`src/rtl/ifu_ift2axil_pkg.sv`:
```
// Shared widths, AXI response codes and FSM encoding for the IFetch-to-AXI4-Lite bridge.
package ifu_ift2axil_pkg;

    localparam int PC_SIZE    = 32;
    localparam int INSTR_SIZE = 32;

    localparam logic [1:0] AXI_RESP_OKAY = 2'b00;

    typedef enum logic [1:0] {
        IFT_IDLE = 2'b00,
        IFT_ADDR = 2'b01,
        IFT_DATA = 2'b10,
        IFT_MERR = 2'b11
    } ift_state_e;

    function automatic logic pc_misaligned(input logic [1:0] pc_lsb);
        return pc_lsb != 2'b00;
    endfunction

endpackage

```
`src/rtl/ifu_rspbuf.sv`:
```
// One-entry valid/ready pipe holding {err, instr}; a write and a read may share a cycle.
module ifu_rspbuf #(
    parameter int INSTR_W = 32
) (
    input  logic               clk,
    input  logic               rst,
    input  logic               wr_valid,
    output logic               wr_ready,
    input  logic [INSTR_W-1:0] wr_instr,
    input  logic               wr_err,
    output logic               rd_valid,
    input  logic               rd_ready,
    output logic [INSTR_W-1:0] rd_instr,
    output logic               rd_err
);

    logic               buf_valid;
    logic [INSTR_W-1:0] buf_instr;
    logic               buf_err;
    logic               wr_fire;
    logic               rd_fire;

    // Free now, or emptied by the reader on this same edge.
    assign wr_ready = ~buf_valid | rd_ready;
    assign wr_fire  = wr_valid & wr_ready;
    assign rd_fire  = buf_valid & rd_ready;

    assign rd_valid = buf_valid;
    assign rd_instr = buf_instr;
    assign rd_err   = buf_err;

    always_ff @(posedge clk or negedge rst) begin
        if (!rst) begin
            // NOTE: the payload is reset too, because the response outputs must read 0 out of reset.
            buf_valid <= 1'b0;
            buf_instr <= '0;
            buf_err   <= 1'b0;
        end else begin
            if (wr_fire) begin
                buf_valid <= 1'b1;
                buf_instr <= wr_instr;
                buf_err   <= wr_err;
            end else if (rd_fire) begin
                buf_valid <= 1'b0;
            end
        end
    end

endmodule

```
`src/rtl/ifu_ift2axil.sv`:
```
// IFetch REQ/RSP to AXI4-Lite read bridge: one read in flight, one buffered response.
module ifu_ift2axil
    import ifu_ift2axil_pkg::*;
#(
    parameter int         PC_W     = PC_SIZE,
    parameter int         INSTR_W  = INSTR_SIZE,
    parameter logic [2:0] ARPROT_V = 3'b100
) (
    input  logic               clk,
    input  logic               rst,
    input  logic               ifu_req_valid,
    output logic               ifu_req_ready,
    input  logic [PC_W-1:0]    ifu_req_pc,
    output logic               ifu_rsp_valid,
    input  logic               ifu_rsp_ready,
    output logic [INSTR_W-1:0] ifu_rsp_instr,
    output logic               ifu_rsp_err,
    output logic [PC_W-1:0]    m_araddr,
    output logic [2:0]         m_arprot,
    output logic               m_arvalid,
    input  logic               m_arready,
    input  logic [INSTR_W-1:0] m_rdata,
    input  logic [1:0]         m_rresp,
    input  logic               m_rvalid,
    output logic               m_rready
);

    ift_state_e         state;
    logic [PC_W-1:0]    araddr_q;
    logic               beat_err;
    logic               buf_wr_valid;
    logic               buf_wr_ready;
    logic [INSTR_W-1:0] buf_wr_instr;
    logic               buf_wr_err;

    // Decoded from the state register only; ifu_ifetch gates rsp_ready with req_ready.
    assign ifu_req_ready = (state == IFT_IDLE);
    assign m_arvalid     = (state == IFT_ADDR);
    assign m_araddr      = araddr_q;
    assign m_arprot      = ARPROT_V;
    assign m_rready      = (state == IFT_DATA) & buf_wr_ready;

    always_comb begin
        // NOTE: every signal gets a default before the case so no path can infer a latch.
        buf_wr_valid = 1'b0;
        buf_wr_instr = '0;
        buf_wr_err   = 1'b0;
        beat_err     = (m_rresp != AXI_RESP_OKAY);
        case (state)
            IFT_DATA: begin
                buf_wr_valid = m_rvalid;
                buf_wr_err   = beat_err;
                buf_wr_instr = beat_err ? '0 : m_rdata;
            end
            IFT_MERR: begin
                buf_wr_valid = 1'b1;
                buf_wr_err   = 1'b1;
            end
            default: ;
        endcase
    end

    always_ff @(posedge clk or negedge rst) begin
        if (!rst) begin
            state    <= IFT_IDLE;
            araddr_q <= '0;
        end else begin
            // NOTE: state registers use non-blocking assignment so every flop samples pre-edge values.
            case (state)
                IFT_IDLE: begin
                    if (ifu_req_valid) begin
                        if (pc_misaligned(ifu_req_pc[1:0])) begin
                            state <= IFT_MERR;
                        end else begin
                            araddr_q <= {ifu_req_pc[PC_W-1:2], 2'b00};
                            state    <= IFT_ADDR;
                        end
                    end
                end
                IFT_ADDR: begin
                    if (m_arready) state <= IFT_DATA;
                end
                IFT_DATA: begin
                    if (m_rvalid && m_rready) state <= IFT_IDLE;
                end
                IFT_MERR: begin
                    if (buf_wr_ready) state <= IFT_IDLE;
                end
                default: state <= IFT_IDLE;
            endcase
        end
    end

    ifu_rspbuf #(
        .INSTR_W (INSTR_W)
    ) u_rspbuf (
        .clk      (clk),
        .rst      (rst),
        .wr_valid (buf_wr_valid),
        .wr_ready (buf_wr_ready),
        .wr_instr (buf_wr_instr),
        .wr_err   (buf_wr_err),
        .rd_valid (ifu_rsp_valid),
        .rd_ready (ifu_rsp_ready),
        .rd_instr (ifu_rsp_instr),
        .rd_err   (ifu_rsp_err)
    );

endmodule

```
`config.mk`:
```
export PLATFORM = sky130hd
export DESIGN_NAME = ifu_ift2axil
export DESIGN_NICKNAME = d
export VERILOG_FILES = /design/src/rtl/ifu_ift2axil_pkg.sv /design/src/rtl/ifu_rspbuf.sv /design/src/rtl/ifu_ift2axil.sv
export SDC_FILE = /design/constraint.sdc
export NUM_CORES = 1
export LEC_CHECK = 0
export ABC_AREA = 1
export BUFFER_PORTS_ARGS = -buffer_cell sky130_fd_sc_hd__buf_2
export CORE_MARGIN = 2
export CORE_UTILIZATION = 42
export CTS_CLUSTER_DIAMETER = 60
export DETAILED_ROUTE_END_ITERATION = 8
export PLACE_DENSITY = 0.75
export SYNTH_ARGS = -nofsm -noshare
export SYNTH_HDL_FRONTEND = slang
export SYNTH_HIERARCHICAL = 1
export SYNTH_SLANG_ARGS = --single-unit
export TNS_END_PERCENT = 50
```
`constraint.sdc`:
```
create_clock -name clk -period 1.2 [get_ports clk]
set_clock_uncertainty 0.15 [all_clocks]
set_input_delay 0.24 -clock clk [delete_from_list [all_inputs] [get_ports clk]]
set_output_delay 0.24 -clock clk [all_outputs]
set_load 0.05 [all_outputs]
```
Word level (Yosys, flattened, before mapping)
Index checks and enable logic that the tools add are counted.

Muxes and demuxes: 12. Shift-type cells: 0. Bitwise logic cells: 6. Eq/ne operators: 7. Reductions and logical operators: 7. Div/mod/pow operators: 0. $mul: 0. Add/sub/neg operators: 0. $lt $le $gt $ge: 0.

Operators with widths (number): $mux 32 (2); $mux 2 (5); $pmux 2 s4 (1); $reduce_bool 2->1 (3); $eq 2x2->1 const B (2); $ne 2x1->1 const B (2); $ne 2x2->1 const B (2); $pmux 1 s2 (2); $reduce_and 4->1 (1); $and 1x1->1 (3); $reduce_and 3->1 (1); $eq 2x1->1 const B (1); $logic_not 2->1 (1); $mux 1 (2); $not 1->1 (2); $logic_and 1x1->1 (1); $or 1x1->1 (1).

Input bits: 72. Memory bits (read-only): 0. Latch bits: 0. Bits in writable memories: 0. Output and inout port bits: 72. Word-level logic and storage cells: 37. Memories kept: 0. Register bits after elaboration: 66.

Depth between registers and ports, before layout
Depth after elaboration: 6. Gate-level depth with buffers: 8. Depth with buffers taken out: 7.

Hierarchy
The synthesis kept the hierarchy.

Modules (own cells, without submodules): ifu_ift2axil (sequential area each 800.8 sq um, area each 1721.7 sq um, instances 1, cells an instance 235); ifu_rspbuf (sequential area each 850.8 sq um, area each 1370.1 sq um, instances 1, cells an instance 147).

Worst setup path after synthesis
No wires, ideal clock.

Path kind: register to output. Start point: register u_rspbuf.buf_valid, in the netlist u_rspbuf/rd_valid. End point: output m_rready. Required time: 810 ps. Path buffers: 1. Arrival: 1642 ps. Stages on the path, launching flop included: 5. Setup slack: -832 ps. Path through: dfrtp_1 nand2_4 buf_4 inv_1 nor2_1.

Longest elaborated chain between the ends: 3.

RTL lines: start: declaration (line ifu_rspbuf.sv:17) `logic buf_valid;`; start signal: assignment (line ifu_rspbuf.sv:35) `buf_valid <= 1'b0;`; start signal: assignment (line ifu_rspbuf.sv:40) `buf_valid <= 1'b1;`; start signal: assignment (line ifu_rspbuf.sv:44) `buf_valid <= 1'b0;`; $not 1->1 (line ifu_rspbuf.sv:24) `assign wr_ready = ~buf_valid | rd_ready;`; $or 1x1->1 (line ifu_rspbuf.sv:24); named net buf_wr_ready (line ifu_ift2axil.sv:32) `logic buf_wr_ready;`; $and 1x1->1 (line ifu_ift2axil.sv:41) `assign m_rready = (state == IFT_DATA) & buf_wr_ready;`; end: declaration (line ifu_ift2axil.sv:25) `output logic m_rready`.

The timed path passes the listed nets, and every way through them passes these cells.

Final worst setup path
Start point: register state[0]. End point: output ifu_req_ready.

Longest elaborated chain between the ends: 1.

RTL lines: start: declaration (line ifu_ift2axil.sv:28) `ift_state_e state;`; start signal: assignment (line ifu_ift2axil.sv:65) `state <= IFT_IDLE;`; start signal: assignment (line ifu_ift2axil.sv:73) `state <= IFT_MERR;`; start signal: assignment (line ifu_ift2axil.sv:76) `state <= IFT_ADDR;`; $logic_not 2->1 (line ifu_ift2axil.sv:37) `assign ifu_req_ready = (state == IFT_IDLE);`; end: declaration (line ifu_ift2axil.sv:12) `output logic ifu_req_ready,`.

No other way between the ends.

==> reports/results.txt <==
Peak Freq: 624 MHz
Worst-path clk slew: 0.08 ns
Max cap viols: 0
Leakage: 2.91 nW
Die width: 89.8 µm
Setup slack after layout: -0.402 ns
CP Capture Type: primary output
Vias in the first global route: 3,471
Ratio of cells with drive above 1 in the final layout: 45.9%
Area Growth Syn to Fin: 79.7%
Largest net degree at the start of global routing: 67
Final period util: 133%
Worst Path Max Fanout: 3
Core area: 7180 µm²
Register area share after synthesis: 53.4%
H-tree Lvls: 3
Flop2flop setup slack: -0.37 ns
Final setup vio count: 133
Critical Path, Cell by Cell: buf_6 -> nor2_4 -> buf_8
Largest delay share family, worst path: flip-flops
Slowest CP cell: dfrtp_2
Synthesized area per cell: 8.09 µm²
Port buffer count: 138
Commonest non-fill, non-tap cells in the layout: nand2_1, buf_6, buf_2
Fill count: 419
Maximum VDD drop: 1.32 mV
Commonest non-fill, non-tap cell in the layout: nand2_1
Total Routing Usage GR: 26.1%
RSZ-0062 raised after global routing: true
Buf/Inv on CP: 2
Routability cong.: 0.782
CTS tree: yes
Clock Latency Late Sink: 0.34 ns
Drt pass-1 iters: 5
Min Tclk post-route: 1.60 ns
Synth unique cells: 15
First-pass GRT wire length: 16,700 µm
Die H: 89.8 µm
Routed wire per std cell: 16.1 µm
Total congestion overflow: 0
# rows: 31
Count of final hold-check violations: 0
Hold Path Class: primary input to flip-flop
Post-Synthesis Cell Area: 3090 µm²
Status: complete, but fails checks
Core Util, Final: 77.4%
Post-synthesis cell count: 382
DR DRC count: 0
Type of the worst setup path: flip-flop to primary output
CTS max path bufs: 2
Nets: 657
Starting Density: 43.1%
DIE AREA: 8060 µm²
Yosys reg bits: 66
Pins Over Slew Limit: 0
Required time worst endpoint: 0.81 ns
Detailed Place HPWL: 5430 µm
Synth warnings: 6
Total number of vias: 3,454
Final hold slack: 0.0654 ns
Root Buffer: clkbuf_8
WL final: 11,100 µm
Crit path DAT: 1.21 ns
Failing checks: negative setup slack
DRT antenna net count: 0
CP startpoint kind: flip-flop
CP max stage delay: 0.43 ns
Initial antenna violation count: 1
Vias per cell: 5.01
Top-level port count: 144
TritonCTS Buffers: 9
TritonCTS Sinks: 66
Power Density: 2720 nW/µm²
Initial DRC count: 183
-- cell type report --
type	instances	area, µm²	share of cell area [%]
flip-flops and latches	66	1660	29.8
inverters	7	31.3	0.563
diodes	1	2.50	0.0450
repair buffers	213	1940	34.9
well taps	99	124	2.23
multi-input cells	288	1530	27.5
clock inverters	6	138	2.48
clock buffers	10	138	2.48
-- cell families after synthesis --
group / count (synthesis) / synth area share, %
flops: 66 / 53.4
simple gates: 273 / 37.4
compound gates: 4 / 0.648
buf+inv: 37 / 8.30
other cells: 2 / 0.243
-- power breakdown --
part           switching (mW)  leakage (nW)  internal, mW
clock                   0.903         0.137          1.65
sequential              0.688         0.862          2.98
combinational            5.52          1.91          3.39
total                    7.11          2.91          8.02
-- layer usage --
metal | part of all wire [%] | global-route usage (%) | vias up | wire, µm
met5 | 0 | 0 | - | 0
li1 | - | - | 1600 | -
met4 | 4.6 | 17.1 | 0 | 505
met3 | 4.7 | 4.69 | 44 | 517
met2 | 53 | 45.7 | 150 | 5880
met1 | 38 | 29.1 | 1660 | 4170
-- final timing paths --
path	start	to	cells after the start
max	state[0]	ifu_req_ready	3
min	m_rdata[29]	u_rspbuf/rd_instr[29]	5
max reg2reg	state[1]	u_rspbuf/rd_instr[2]	7
min reg2reg	m_araddr[17]	m_araddr[17]	2
max in group asynchronous	rst	u_rspbuf/rd_instr[6]	3
min in group asynchronous	rst	u_rspbuf/rd_instr[16]	3
-- through the flow --
step | setup slack (ns) | std cells | total power [mW] | cell area, µm² | TNS [ns]
floorplan | -0.275 | 385 | 7.99 | 3140 | -3.07
global placement | -0.187 | 611 | 9.32 | 3880 | -10.70
detailed placement | -0.237 | 611 | 9.39 | 3880 | -12.15
CTS | -0.374 | 677 | 14.1 | 5210 | -21.69
global route | -0.417 | 690 | 15.7 | 5560 | -30.46
finish | -0.402 | 690 | 15.1 | 5560 | -26.04
-- what timing repair did --
item                       4_1_cts  5_1_grt
pin swaps                        8       17
buffers inserted                15        9
hold buffers                    32        0
hold endpoints to repair        97        0
setup endpoints to repair      133      133
cloned                           3        6
gates resized for setup        159       77
-- state kept, by name, summed over array words and instances, names as in the netlist --
| name | flops |
|---|---|
| u_rspbuf/rd_err | 1 |
| u_rspbuf/rd_valid | 1 |
| u_rspbuf/rd_instr | 32 |
| state | 2 |
| m_araddr | 30 |
-- cell usage after synthesis --
library cell / instances / area, µm²
inv_1: 7 / 26.3
buf_2: 10 / 50.1
nor2_8: 1 / 20.0
buf_6: 8 / 90.1
or2_4: 1 / 8.76
nor2_1: 37 / 139
conb_1: 2 / 7.51
nand2_4: 3 / 33.8
a21oi_1: 2 / 10.0
dfrtp_1: 66 / 1650
nand2_1: 166 / 623
nand3_1: 64 / 320
o21ai_0: 2 / 10.0
nor2_4: 1 / 11.3
buf_4: 12 / 90.1
-- tightest hold or removal path: stages --
cell and delay (ns):
buf_2 0.10, nand2_1 0.05, nor2_1 0.03, nand3_1 0.06, nand2_1 0.05
Note: power is estimated with default switching activity, not from simulation.
